<file path="src/rtl/vigna_axi_pkg.sv">
// Shared definitions for the vigna AXI4-Lite master: FSM states, response codes
// and the response-to-error mapping used on both read and write paths.
package vigna_axi_pkg;

    typedef enum logic [2:0] {
        IDLE  = 3'd0,
        RADDR = 3'd1,
        RDATA = 3'd2,
        WREQ  = 3'd3,
        WRESP = 3'd4,
        DONE  = 3'd5,
        DRAIN = 3'd6
    } state_t;

    localparam logic [1:0] RESP_OKAY   = 2'b00;
    localparam logic [1:0] RESP_EXOKAY = 2'b01;
    localparam logic [1:0] RESP_SLVERR = 2'b10;
    localparam logic [1:0] RESP_DECERR = 2'b11;

    function automatic logic resp_is_err(input logic [1:0] resp);
        return (resp == RESP_SLVERR) || (resp == RESP_DECERR);
    endfunction

endpackage

</file>
<file path="src/rtl/vigna_axil_master_if.sv">
// AXI4-Lite bus bundle (AR/R/AW/W/B channels, 32-bit data) with master and slave views.
interface vigna_axil_master_if #(
    parameter int ADDR_W = 32
);
    logic              arvalid;
    logic              arready;
    logic [ADDR_W-1:0] araddr;
    logic [2:0]        arprot;
    logic              rvalid;
    logic              rready;
    logic [31:0]       rdata;
    logic [1:0]        rresp;
    logic              awvalid;
    logic              awready;
    logic [ADDR_W-1:0] awaddr;
    logic [2:0]        awprot;
    logic              wvalid;
    logic              wready;
    logic [31:0]       wdata;
    logic [3:0]        wstrb;
    logic              bvalid;
    logic              bready;
    logic [1:0]        bresp;

    modport master (
        output arvalid, araddr, arprot, rready,
        output awvalid, awaddr, awprot, wvalid, wdata, wstrb, bready,
        input  arready, rvalid, rdata, rresp, awready, wready, bvalid, bresp
    );

    modport slave (
        input  arvalid, araddr, arprot, rready,
        input  awvalid, awaddr, awprot, wvalid, wdata, wstrb, bready,
        output arready, rvalid, rdata, rresp, awready, wready, bvalid, bresp
    );
endinterface

</file>
<file path="src/rtl/vigna_timeout_cnt.sv">
// Response-wait watchdog: counts cycles while enabled, flags the last allowed cycle.
// TIMEOUT of 0 never expires.
module vigna_timeout_cnt #(
    parameter int TIMEOUT = 256
) (
    input  logic clk,
    input  logic reset,
    input  logic clear,
    input  logic enable,
    output logic expired
);
    localparam int CNT_W = (TIMEOUT > 1) ? $clog2(TIMEOUT) : 1;
    localparam logic [CNT_W-1:0] LAST = (TIMEOUT > 0) ? CNT_W'(TIMEOUT - 1) : '0;

    logic [CNT_W-1:0] cnt;

    always_ff @(posedge clk or posedge reset) begin
        if (reset) begin
            cnt <= '0;
        end else if (clear) begin
            cnt <= '0;
        end else if (enable && !expired) begin
            cnt <= cnt + 1'b1;
        end
    end

    assign expired = (TIMEOUT != 0) && enable && (cnt == LAST);
endmodule

</file>
<file path="src/rtl/vigna_axil_master.sv">
// Core-side request/response port bridged onto AXI4-Lite, with a response timeout
// and orphan-response draining. WRITE_EN=0 gives a read-only (instruction) port.
//
// state | meaning
// IDLE  | waiting for core_valid
// RADDR | arvalid held until arready
// RDATA | rready, waiting for rvalid or timeout
// WREQ  | awvalid/wvalid, each dropped on its own ready
// WRESP | bready, waiting for bvalid or timeout
// DONE  | core_ready held until core_valid falls
// DRAIN | swallow the late response of a timed-out request
module vigna_axil_master
    import vigna_axi_pkg::*;
#(
    parameter int         ADDR_W   = 32,
    parameter bit         WRITE_EN = 1'b1,
    parameter int         TIMEOUT  = 256,
    parameter logic [2:0] PROT     = 3'b000
) (
    input  logic              clk,
    input  logic              reset,
    input  logic              core_valid,
    output logic              core_ready,
    input  logic [ADDR_W-1:0] core_addr,
    input  logic [31:0]       core_wdata,
    input  logic [3:0]        core_wstrb,
    output logic [31:0]       core_rdata,
    output logic              core_err,
    vigna_axil_master_if.master axi
);
    state_t state, state_nxt;

    logic [ADDR_W-1:0] addr_q;
    logic [31:0]       wdata_q;
    logic [3:0]        wstrb_q;
    logic              aw_done, w_done;
    logic              orphan, orphan_wr;
    logic              aw_pend, w_pend, aw_hs, w_hs;
    logic              waiting, expired, drain_hit;

    assign aw_pend   = WRITE_EN && (state == WREQ) && !aw_done;
    assign w_pend    = WRITE_EN && (state == WREQ) && !w_done;
    assign aw_hs     = aw_pend && axi.awready;
    assign w_hs      = w_pend && axi.wready;
    assign waiting   = (state == RDATA) || (state == WRESP);
    assign drain_hit = orphan_wr ? axi.bvalid : axi.rvalid;

    vigna_timeout_cnt #(.TIMEOUT(TIMEOUT)) u_tmo (
        .clk     (clk),
        .reset   (reset),
        .clear   (!waiting),
        .enable  (waiting),
        .expired (expired)
    );

    always_ff @(posedge clk or posedge reset) begin
        if (reset) state <= IDLE;
        else       state <= state_nxt;
    end

    always_comb begin
        state_nxt = state;
        case (state)
            IDLE: if (core_valid) begin
                if (core_wstrb == 4'd0) state_nxt = RADDR;
                else if (WRITE_EN)      state_nxt = WREQ;
                else                    state_nxt = DONE;
            end
            RADDR: if (axi.arready) state_nxt = RDATA;
            RDATA: if (axi.rvalid || expired) state_nxt = DONE;
            WREQ:  if ((aw_done || aw_hs) && (w_done || w_hs)) state_nxt = WRESP;
            WRESP: if (axi.bvalid || expired) state_nxt = DONE;
            DONE:  if (!core_valid) state_nxt = orphan ? DRAIN : IDLE;
            DRAIN: if (drain_hit) state_nxt = IDLE;
            default: state_nxt = IDLE;
        endcase
    end

    always_ff @(posedge clk or posedge reset) begin
        if (reset) begin
            addr_q     <= '0;
            wdata_q    <= '0;
            wstrb_q    <= '0;
            aw_done    <= 1'b0;
            w_done     <= 1'b0;
            orphan     <= 1'b0;
            orphan_wr  <= 1'b0;
            core_rdata <= '0;
            core_err   <= 1'b0;
        end else begin
            case (state)
                IDLE: if (core_valid) begin
                    addr_q  <= core_addr;
                    aw_done <= 1'b0;
                    w_done  <= 1'b0;
                    if (core_wstrb != 4'd0) begin
                        if (WRITE_EN) begin
                            wdata_q <= core_wdata;
                            wstrb_q <= core_wstrb;
                        end else begin
                            core_err <= 1'b1;
                        end
                    end
                end
                WREQ: begin
                    if (aw_hs) aw_done <= 1'b1;
                    if (w_hs)  w_done  <= 1'b1;
                end
                RDATA: if (axi.rvalid) begin
                    core_rdata <= axi.rdata;
                    core_err   <= resp_is_err(axi.rresp);
                end else if (expired) begin
                    core_rdata <= '0;
                    core_err   <= 1'b1;
                    orphan     <= 1'b1;
                    orphan_wr  <= 1'b0;
                end
                WRESP: if (axi.bvalid) begin
                    core_err <= resp_is_err(axi.bresp);
                end else if (expired) begin
                    core_rdata <= '0;
                    core_err   <= 1'b1;
                    orphan     <= 1'b1;
                    orphan_wr  <= 1'b1;
                end
                DRAIN: if (drain_hit) orphan <= 1'b0;
                default: ;
            endcase
        end
    end

    assign core_ready  = (state == DONE);

    assign axi.arvalid = (state == RADDR);
    assign axi.araddr  = addr_q;
    assign axi.arprot  = PROT;
    assign axi.rready  = (state == RDATA) || ((state == DRAIN) && !orphan_wr);

    // Write channels are held at zero on a read-only port.
    assign axi.awvalid = aw_pend;
    assign axi.awaddr  = WRITE_EN ? addr_q : '0;
    assign axi.awprot  = WRITE_EN ? PROT : 3'b000;
    assign axi.wvalid  = w_pend;
    assign axi.wdata   = WRITE_EN ? wdata_q : 32'h0;
    assign axi.wstrb   = WRITE_EN ? wstrb_q : 4'h0;
    assign axi.bready  = WRITE_EN && ((state == WRESP) || ((state == DRAIN) && orphan_wr));
endmodule

</file>
<file path="src/flat_wrapper.sv">
// flat-port wrapper written by rule: the top's interface ports become plain ports
module vigna_axil_master_flat import vigna_axi_pkg::*;
#(
    parameter int         ADDR_W   = 32,
    parameter bit         WRITE_EN = 1'b1,
    parameter int         TIMEOUT  = 256,
    parameter logic [2:0] PROT     = 3'b000
)
  (clk, reset, core_valid, core_ready, core_addr, core_wdata, core_wstrb, core_rdata, core_err, axi_arvalid, axi_araddr, axi_arprot, axi_rready, axi_awvalid, axi_awaddr, axi_awprot, axi_wvalid, axi_wdata, axi_wstrb, axi_bready, axi_arready, axi_rvalid, axi_rdata, axi_rresp, axi_awready, axi_wready, axi_bvalid, axi_bresp);
  vigna_axil_master_if #(.ADDR_W(ADDR_W)) axi_i ();
  input  logic clk;
  input  logic reset;
  input  logic core_valid;
  output logic core_ready;
  input  logic [ADDR_W-1:0] core_addr;
  input  logic [31:0] core_wdata;
  input  logic [3:0] core_wstrb;
  output logic [31:0] core_rdata;
  output logic core_err;
  output wire logic [$bits(axi_i.arvalid)-1:0] axi_arvalid;
  output wire logic [$bits(axi_i.araddr)-1:0] axi_araddr;
  output wire logic [$bits(axi_i.arprot)-1:0] axi_arprot;
  output wire logic [$bits(axi_i.rready)-1:0] axi_rready;
  output wire logic [$bits(axi_i.awvalid)-1:0] axi_awvalid;
  output wire logic [$bits(axi_i.awaddr)-1:0] axi_awaddr;
  output wire logic [$bits(axi_i.awprot)-1:0] axi_awprot;
  output wire logic [$bits(axi_i.wvalid)-1:0] axi_wvalid;
  output wire logic [$bits(axi_i.wdata)-1:0] axi_wdata;
  output wire logic [$bits(axi_i.wstrb)-1:0] axi_wstrb;
  output wire logic [$bits(axi_i.bready)-1:0] axi_bready;
  input wire logic [$bits(axi_i.arready)-1:0] axi_arready;
  input wire logic [$bits(axi_i.rvalid)-1:0] axi_rvalid;
  input wire logic [$bits(axi_i.rdata)-1:0] axi_rdata;
  input wire logic [$bits(axi_i.rresp)-1:0] axi_rresp;
  input wire logic [$bits(axi_i.awready)-1:0] axi_awready;
  input wire logic [$bits(axi_i.wready)-1:0] axi_wready;
  input wire logic [$bits(axi_i.bvalid)-1:0] axi_bvalid;
  input wire logic [$bits(axi_i.bresp)-1:0] axi_bresp;
  assign axi_arvalid = axi_i.arvalid;
  assign axi_araddr = axi_i.araddr;
  assign axi_arprot = axi_i.arprot;
  assign axi_rready = axi_i.rready;
  assign axi_awvalid = axi_i.awvalid;
  assign axi_awaddr = axi_i.awaddr;
  assign axi_awprot = axi_i.awprot;
  assign axi_wvalid = axi_i.wvalid;
  assign axi_wdata = axi_i.wdata;
  assign axi_wstrb = axi_i.wstrb;
  assign axi_bready = axi_i.bready;
  assign axi_i.arready = axi_arready;
  assign axi_i.rvalid = axi_rvalid;
  assign axi_i.rdata = axi_rdata;
  assign axi_i.rresp = axi_rresp;
  assign axi_i.awready = axi_awready;
  assign axi_i.wready = axi_wready;
  assign axi_i.bvalid = axi_bvalid;
  assign axi_i.bresp = axi_bresp;
  vigna_axil_master #(.ADDR_W(ADDR_W), .WRITE_EN(WRITE_EN), .TIMEOUT(TIMEOUT), .PROT(PROT)) u_core (.clk(clk), .reset(reset), .core_valid(core_valid), .core_ready(core_ready), .core_addr(core_addr), .core_wdata(core_wdata), .core_wstrb(core_wstrb), .core_rdata(core_rdata), .core_err(core_err), .axi(axi_i));
endmodule
</file>
<file path="config.mk">
export PLATFORM = sky130hd
export DESIGN_NAME = vigna_axil_master_flat
export DESIGN_NICKNAME = d
export VERILOG_FILES = /design/src/rtl/vigna_axi_pkg.sv /design/src/rtl/vigna_axil_master_if.sv /design/src/rtl/vigna_timeout_cnt.sv /design/src/rtl/vigna_axil_master.sv /design/src/flat_wrapper.sv
export SDC_FILE = /design/constraint.sdc
export NUM_CORES = 1
export LEC_CHECK = 0
export CAP_MARGIN = 20
export CORE_MARGIN = 5
export CORE_UTILIZATION = 30
export DETAILED_ROUTE_END_ITERATION = 7
export PLACE_DENSITY = 0.75
export SLEW_MARGIN = 30
export SYNTH_ARGS = -nofsm -noshare
export SYNTH_HDL_FRONTEND = slang
export SYNTH_SLANG_ARGS = --single-unit
</file>
<file path="constraint.sdc">
create_clock -name clk -period 7.2 [get_ports clk]
set_input_delay 2.16 -clock clk [delete_from_list [all_inputs] [get_ports clk]]
set_output_delay 2.16 -clock clk [all_outputs]
set_load 0.01 [all_outputs]
</file>
# [Word level (Yosys, flattened, before mapping)]
# Cells that the tools add are included.
[op_classes] n_addsub=1 eq_ne=25 muxes=36 reduce_logical=36
[op_table] op="2-to-1 mux 32 bit" count=3
[op_table] op="one-hot mux 32 bit (2 select lines)" count=1
[op_table] op="2-to-1 mux 3 bit" count=8
[op_table] op="one-hot mux 3 bit (7 select lines)" count=1
[op_table] op="2-to-1 mux 8 bit" count=2
[op_table] op="2-to-1 mux 1 bit" count=15
[op_table] op="inequality test 2 x 1 -> 1 bit (second input constant)" count=7
[op_table] op="inequality test 2 bit (second input constant)" count=7
[op_table] op="== test 3 bit (second input constant)" count=3
[op_table] op="logical AND 1 bit" count=9
[op_table] op="logical OR 1 bit" count=9
[op_table] op="AND reduction 3 bit" count=3
[op_table] op="adder 8 x 1 -> 8 bit (second input constant)" count=1
[op_table] op="== test 2 bit (second input constant)" count=4
[op_table] op="== test 8 bit (second input constant)" count=1
[op_table] op="one-hot mux 1 bit (2 select lines)" count=4
[op_table] op="AND reduction 7 bit" count=1
[op_table] op="== test 3 x 2 -> 1 bit (second input constant)" count=2
[op_table] op="AND reduction 5 bit" count=1
[op_table] op="zero test 1 bit" count=4
[op_table] op="zero test 4 bit" count=1
[op_table] op="AND reduction 2 bit" count=2
[op_table] op="AND reduction 4 bit" count=1
[op_table] op="nonzero test 2 bit" count=2
[op_table] op="other kinds (6)" count=6
[totals] register_bits=116 in_bits=112 word_cells=109

# [Longest topological paths before layout]
[logic_depth] word_depth=7 ltp_mapped=6 ltp_nobuf=5

# [Cells and area by module]
# A second synthesis with hierarchy kept.
[unflattened] hier_cells=386 hier_area_um2=5221.3
[by_module_without_submodules] mod="vigna_axil_master" instances=1 cells_per_inst=337 area_per_inst_um2=4727.0
[by_module_without_submodules] mod="vigna_timeout_cnt" instances=1 cells_per_inst=49 area_per_inst_um2=494.2

# [Worst setup path before layout]
# OpenSTA, ideal clock, no wires.
[synth_timing] path_type="in2reg" start="in core_valid" end="reg u_core.wdata_q[10], in the netlist u_core.axi.wdata[10]" setup_time_ps=125 arrival_ps=3364 setup_slack_ps=3711 cell_stages=5 path_buffers=2 cell_sequence="nor4b_2 -> nor2b_1 -> buf_2 -> buf_4 -> mux2_2"
[synth_via] elab_chain_cells=1
[synth_rtl] item="from (decl)" line_no="flat_wrapper.sv:13" rtl="input logic core_valid;"
[synth_rtl] item="AND reduction 3 bit (no line)"
[synth_rtl] item="to (signal assigned)" line_no="vigna_axil_master.sv:98" rtl="wdata_q <= core_wdata;"
[synth_rtl] item="to (decl)" line_no="vigna_axil_master.sv:34" rtl="logic [31:0] wdata_q;"
# No other way between the ends.
# A chain may end at the register's enable or synchronous reset.

# [Worst setup path in the final report]
[layout_timing] start="reg u_core.state[2]" end="out axi_bready"
[layout_via] elab_chain_cells=3 elab_cells_between_ends=4
[layout_rtl] item="from (decl)" line_no="vigna_axil_master.sv:31" rtl="state_t state, state_nxt;"
[layout_rtl] item="from (signal assigned)" line_no="vigna_axil_master.sv:58" rtl="else state <= state_nxt;"
[layout_rtl] item="== test 3 bit" line_no="vigna_axil_master.sv:146" rtl="assign axi.bready = WRITE_EN && ((state == WRESP) || ((state == DRAIN) && orphan_wr));"
[layout_rtl] item="logical AND 1 bit" line_no="vigna_axil_master.sv:146"
[layout_rtl] item="logical OR 1 bit *" line_no="vigna_axil_master.sv:146"
[layout_rtl] item="to (decl)" line_no="flat_wrapper.sv:30" rtl="output wire logic [$bits(axi_i.bready)-1:0] axi_bready;"
# Every way passes the cells marked *; elsewhere a longest branch is shown, timed or not.

==> results.json <==
{
  "critPathCaptureType": "output port",
  "critPathMaxStageDelay_ns": 0.79,
  "fin_skew_ns": 0.00894,
  "p_leak_nw": 3.32,
  "synth.top_cell.area_share_pct": 57.8,
  "ys_seq_area_share_pct": 57.8,
  "drt-pass1-iter-count": 6,
  "gp_congestion": 0.792,
  "drt_first_iter_violations": 132,
  "synth.distinct_cells": 44,
  "max-cap-violations": 0,
  "synth-seq-cells": 116,
  "fin_cells": 830,
  "slew_headroom_pct": 45.7,
  "slew_violations": 0,
  "clk_pin_slew_worst_paths_ns": 0.06,
  "ctsHoldBuffers": 0,
  "fmax_mhz": 220,
  "area_growth_pct": 60.2,
  "nFillCells": 1406,
  "core_sq_mm": 0.0165,
  "grt_pass1_wl_um": 21300,
  "pre_cts_slack_ns": 2.29,
  "rsz0062_at_grt": "false",
  "critPathTopFamily": "buffers and inverters",
  "cts_root_buffer": "clkbuf_16",
  "antenna_cells": 0,
  "cts_buffers": 17,
  "postCtsSetupBuffers": 0,
  "grt_overflow": 0,
  "cts-resized-gates": 0,
  "min_period_ns": 4.54,
  "fin_crit_sh_pct": 63.0,
  "powerDensity_mw_per_mm2": 449,
  "drive_gt1_share_pct": 18.2,
  "syn_avg_cell_area_sq_um": 13.2,
  "irDropWorstVdd_mv": 0.202,
  "antenna_found_initial": 0,
  "synthArstFlopShare_pct": 100,
  "cp.arrival_ns": 2.38,
  "rows": 47,
  "clkLatencyLatePin_ns": 0.41,
  "setup_tns_ns": 0,
  "drc": 0,
  "cts_tree": "built",
  "synth.most_common_cell": "dfrtp_1",
  "hold_viol_final": 0,
  "port-buffer-count": 248,
  "syn-cell-area_sq_mm": 0.00503,
  "run_status": "completed",
  "crit_buf_inv": 2,
  "cts_buffer_depth": 2,
  "final_util_pct": 48.7,
  "grt_max_degree": 61,
  "netlist_top_cells_count": "dfrtp_1, mux2_2, buf_4",
  "synth_edf_count": 0,
  "wl_um": 13500,
  "grt_pass1_vias": 4006,
  "post_drt_wl_per_cell_um": 16.3,
  "path_max_fanout": 22,
  "critical_path.startpoint_type": "register",
  "grt_usage_pct": 13.7,
  "worst_pin_slew_ns": 0.807,
  "dp.cells": 797,
  "fp.dieW_um": 139,
  "boundaryPins": 257,
  "die_area_sq_mm": 0.0194,
  "dpl.hpwl_um": 10200,
  "cp.required_ns": 5.04,
  "start_util_pct": 30.4,
  "postRouteAntennaNets": 0,
  "vias": 3792,
  "fin_ws_ns": 2.66,
  "avgViaCountPerCell": 4.57,
  "die_y_um": 139,
  "path_cells": "inv_1 > a211oi_1 > clkdlybuf4s50_1",
  "slowest_stage": "dfrtp_1",
  "setup_viol": 0,
  "totalPowerFinal_mw": 3.61,
  "fin_nets": 710,
  "yosysTopAreaCell": "dfrtp_1",
  "ys_warn_count": 0,
  "yosys-top-cells-area": "dfrtp_1, mux2_2, buf_4",
  "cts_num_sinks": 116,
  "crit_type": "register to output port",
  "min_path_type": "register to register",
  "ys.flop_type": "dfrtp_1",
  "synthCells": 380,
  "cts_htree_levels": 4
}
[cell usage in the layout, fill, tap and decap left out, drive strengths merged, types with 2 or more instances in the layout]
cell / instances
conb: 6
or3: 3
nor2: 10
o31ai: 2
o21bai: 2
clkinvlp: 4
o21ai: 5
nor2b: 5
mux2: 70
clkinv: 5
and2: 2
a211oi: 4
clkbuf: 19
clkdlybuf4s50: 248
dfrtp: 116
o22a: 3
or3b: 2
nand2: 8
nor4b: 2
nand3b: 4
nor3b: 2
buf: 4
o32ai: 2
nand2b: 2
nand3: 3
a22o: 32
a21oi: 15
inv: 10
nor3: 4
mux2i: 3
[report_power, final]
group | leakage [nW] | total, mW | internal (mW) | switching, mW
Combinational | 1.62 | 1.63 | 1.02 | 0.610
Clock | 0.272 | 0.803 | 0.495 | 0.308
Sequential | 1.43 | 1.18 | 0.950 | 0.232
[flip-flops by register name, indices dropped and copies added (netlist names)]
signal	flops
u_core.orphan_wr	1
u_core.u_tmo.cnt	8
u_core.state	3
u_core.core_err	1
u_core.axi.wdata	32
u_core.axi.araddr	32
u_core.orphan	1
u_core.core_rdata	32
u_core.aw_done	1
u_core.axi.wstrb	4
u_core.w_done	1
[cells by family (layout without fill, tap and decap cells)]
family                     Yosys count  count (layout)  share of synthesized area [%]
adders and majority gates            1               1                          0.249
buffers and inverters               66             291                           8.76
other                                1               6                         0.0746
AOI/OAI and AO/OA                   68              68                           10.2
muxes                               73              73                           16.3
xor gates and xnor gates             1               1                          0.174
and+or+nand+nor                     54              54                           6.55
DFF                                116             116                           57.8
[worst register-to-register path, delay by kind of cell, from the launching register on]
| family | cells | cell delay, ns |
|---|---|---|
| simple gates | 2 | 1.04 |
| mux | 1 | 0.35 |
| flops | 1 | 0.62 |
| buf+inv | 2 | 0.66 |
[metal layers]
metal	wire (um)	vias up	share of wire, %	GRT usage (%)
met2	6620	203	49	23.0
met3	1530	19	11	6.42
li1	-	1760	-	-
met4	276	0	2.0	5.66
met5	0	-	0	0
met1	5100	1810	38	14.9
[area by class of cell]
type	count	area (sq um)	area share, %
inverter	7	28.8	0.357
sequential	116	2900	36.0
clock inverter	13	123	1.52
timing repair buffer	252	2530	31.4
tap	220	275	3.42
clock buffer	19	453	5.62
multi-input combinational	203	1740	21.6
[path summary, 6_finish.rpt]
check / start / end / slack [ns] / cells past startpoint
setup reg to reg: u_core.state[0]$_DFFE_PP0P_ / u_core.axi.wdata[1]$_DFFE_PP0P_ / 4.42 / 5
setup / recovery: u_core.state[2]$_DFFE_PP0P_ / axi_bready / 2.66 / 3
hold / removal: u_core.axi.wdata[11]$_DFFE_PP0P_ / u_core.axi.wdata[11]$_DFFE_PP0P_ / 0.49 / 1
hold reg to reg: u_core.axi.wdata[11]$_DFFE_PP0P_ / u_core.axi.wdata[11]$_DFFE_PP0P_ / 0.49 / 1
max in group asynchronous: reset / u_core.core_rdata[27]$_DFFE_PP0P_ / 3.77 / 3
min in group asynchronous: reset / u_core.axi.wdata[9]$_DFFE_PP0P_ / 2.22 / 2
[stage by stage]
step                      cell area [sq um]  hold WS [ns]
final                                  8050         0.491
after global placement                 7430         0.469
after floorplan                        5040         0.467
after CTS                              8020         0.493
after detailed placement               7440         0.479
after global routing                   8050         0.502
(Power assumes the default switching activity.)
==> variant, RTL diff (same flow settings) <==
`WRITE_EN` is set to 1'b1 in 2 places; all go to 1'b0.
--- a/src/rtl/vigna_axil_master.sv
+++ b/src/rtl/vigna_axil_master.sv
@@ -14,5 +14,5 @@
 #(
     parameter int         ADDR_W   = 32,
-    parameter bit         WRITE_EN = 1'b1,
+    parameter bit         WRITE_EN = 1'b0,
     parameter int         TIMEOUT  = 256,
     parameter logic [2:0] PROT     = 3'b000
--- a/src/flat_wrapper.sv
+++ b/src/flat_wrapper.sv
@@ -3,5 +3,5 @@
 #(
     parameter int         ADDR_W   = 32,
-    parameter bit         WRITE_EN = 1'b1,
+    parameter bit         WRITE_EN = 1'b0,
     parameter int         TIMEOUT  = 256,
     parameter logic [2:0] PROT     = 3'b000
Check against the original RTL: not equivalent (a bounded check fails within 4 cycles, from zero or initial values and one cycle with reset high).
==> variant against the original RTL <==
Die area decreased by 22%; clock power fell by 43%; largest power group unchanged; sequential cell count decreased by 38; final area down 32%; worst setup slack better by 0.44 ns; clock skew down 0.0014 ns; total power is 41% lower; maximum frequency increased by 11%; routed wire length is 32% lower; area after synthesis fell by 24%; first-iteration DRC count fell by 7.6%; cell count shrank 23%; non-clock buffer count decreased by 106.
==> variant: results (changes against the original RTL) <==
Clk Latency, worst-skew pair=0.33 ns (was 0.41 ns); met2 GRT Util=19.34% (was 22.98%); DP Worst Slack=2.953 ns (was 2.290 ns); gp weighted congestion=0.8111 (was 0.7921); Pint=1.471 mW (was 2.462 mW); first-pass GRT wire length=14.41 mm (was 21.29 mm); slew at the pin with the worst max-slew slack=0.9091 ns (was 0.8071 ns); detailed placer's ending HPWL=6.922 mm (was 10.22 mm); ratio of cells with drive above 1 in the final layout=13.03% (was 18.20%); P_leak=2.404 nW (was 3.317 nW); Routed met1 length=3.472 mm (was 5.102 mm); largest cells by area after synthesis=dfrtp_1 (51%), buf_4 (15%), mux2_2 (9.7%), a22o_1 (7.3%), nor2_1 (1.1%) (was dfrtp_1 (58%), mux2_2 (15%), buf_4 (6.3%), a22o_1 (5.6%), a21oi_1 (1.5%)); status=completed (unchanged); vias in the first global route=2,877 (was 4,006); Bufs on Longest Clock Path=2 (unchanged); met3 wire length=978 µm (was 1.529 mm); Starting DRT DRC Count=122 (was 132); setup bufs post-CTS=0 (unchanged); total CTS buffers=9 (was 17); htree depth=3 (was 4); Vias/cell=4.258 (was 4.569); Fillers=1,194 (was 1,406); Total GRT Usage=12.17% (was 13.68%); IO Port Bufs=143 (was 248); VDD IR-drop max=0.2001 mV (was 0.2017 mV); sequential share of the synthesized area=50.98% (was 57.75%); DRT Pass-1 Iters=5 (was 6); largest net degree at the start of global routing=79 (was 61); root buffer cell=clkbuf_16 (unchanged); Hold Path Depth=1 (unchanged); final wirelength=9.217 mm (was 13.53 mm); met2 routed WL=4.616 mm (was 6.624 mm); worst hold-check path type=reg -> reg (unchanged); TNS Setup=0 ns (unchanged); Worst Path Max Fanout=17 (was 22); post-cts sizing count=0 (unchanged); final core occ=43.26% (was 48.74%); met3 GRT Util=4.529% (was 6.415%); Layout Nets=576 (was 710); post-placement cell area=5130 µm² (was 7442 µm²); synth unique cells=49 (was 44); leading area contributor after synthesis=dfrtp_1 (unchanged); Final Skew=0.007571 ns (was 0.008936 ns); commonest cells in the synthesized netlist=buf_4 (79), dfrtp_1 (78), mux2_2 (33), a22o_1 (32), nor2_1 (11) (was dfrtp_1 (116), mux2_2 (66), buf_4 (42), a22o_1 (32), a21oi_1 (15)); M1 GR Usage=14.81% (was 14.91%)
## variant: power groups by stage
stage | clock [mW] | combinational [mW] | sequential, mW
2_1_floorplan | 0 | 0.419 | 0.814
3_3_place_gp | 0 | 0.916 | 0.756
3_5_place_dp | 0 | 0.937 | 0.763
4_1_cts | 0.472 | 0.939 | 0.763
5_1_grt | 0.490 | 0.993 | 0.791
6_report | 0.454 | 0.923 | 0.761
## variant: final timing paths
| kind | start | to | slack [ns] |
|---|---|---|---|
| max | u_core.state[2] | core_ready | 3.10 |
| min | u_core.core_rdata[9] | u_core.core_rdata[9] | 0.50 |
| max reg2reg | u_core.u_tmo.cnt[0] | u_core.core_rdata[28] | 4.96 |
| min reg2reg | u_core.core_rdata[9] | u_core.core_rdata[9] | 0.50 |
| max in group asynchronous | reset | u_core.axi.araddr[30] | 4.37 |
| min in group asynchronous | reset | u_core.core_rdata[22] | 2.36 |
## variant: worst max-delay path: stages (launching register included)
cell,delay [ns]
dfrtp_1,0.67
nand2b_1,0.25
nor2_1,0.14
clkdlybuf4s50_1,0.55
## variant: final cells by class
class,instances,share of cell area (%)
clock inverters,3,0.7825
well taps,172,3.959
repair buffers,146,26.81
flip-flops and latches,78,35.90
inverters,6,0.4373
multi-input cells,222,27.32
clock buffers,13,4.787
## variant: cells by family after synthesis
group | after synthesis | synth area share, %
muxes | 34 | 10.00
other | 1 | 0.09795
DFF | 78 | 50.98
AOI/OAI and AO/OA | 64 | 13.37
and+or+nand+nor | 44 | 6.536
xor gates and xnor gates | 2 | 0.4576
adders and majority gates | 1 | 0.3267
buffers and inverters | 99 | 18.24
## variant: metrics by stage
step                      std cells  hold slack, ns
final                           640          0.4988
after global routing            640          0.5131
after CTS                       640          0.5026
after detailed placement        624          0.4831
after global placement          624          0.4809
after floorplan                 399          0.4767
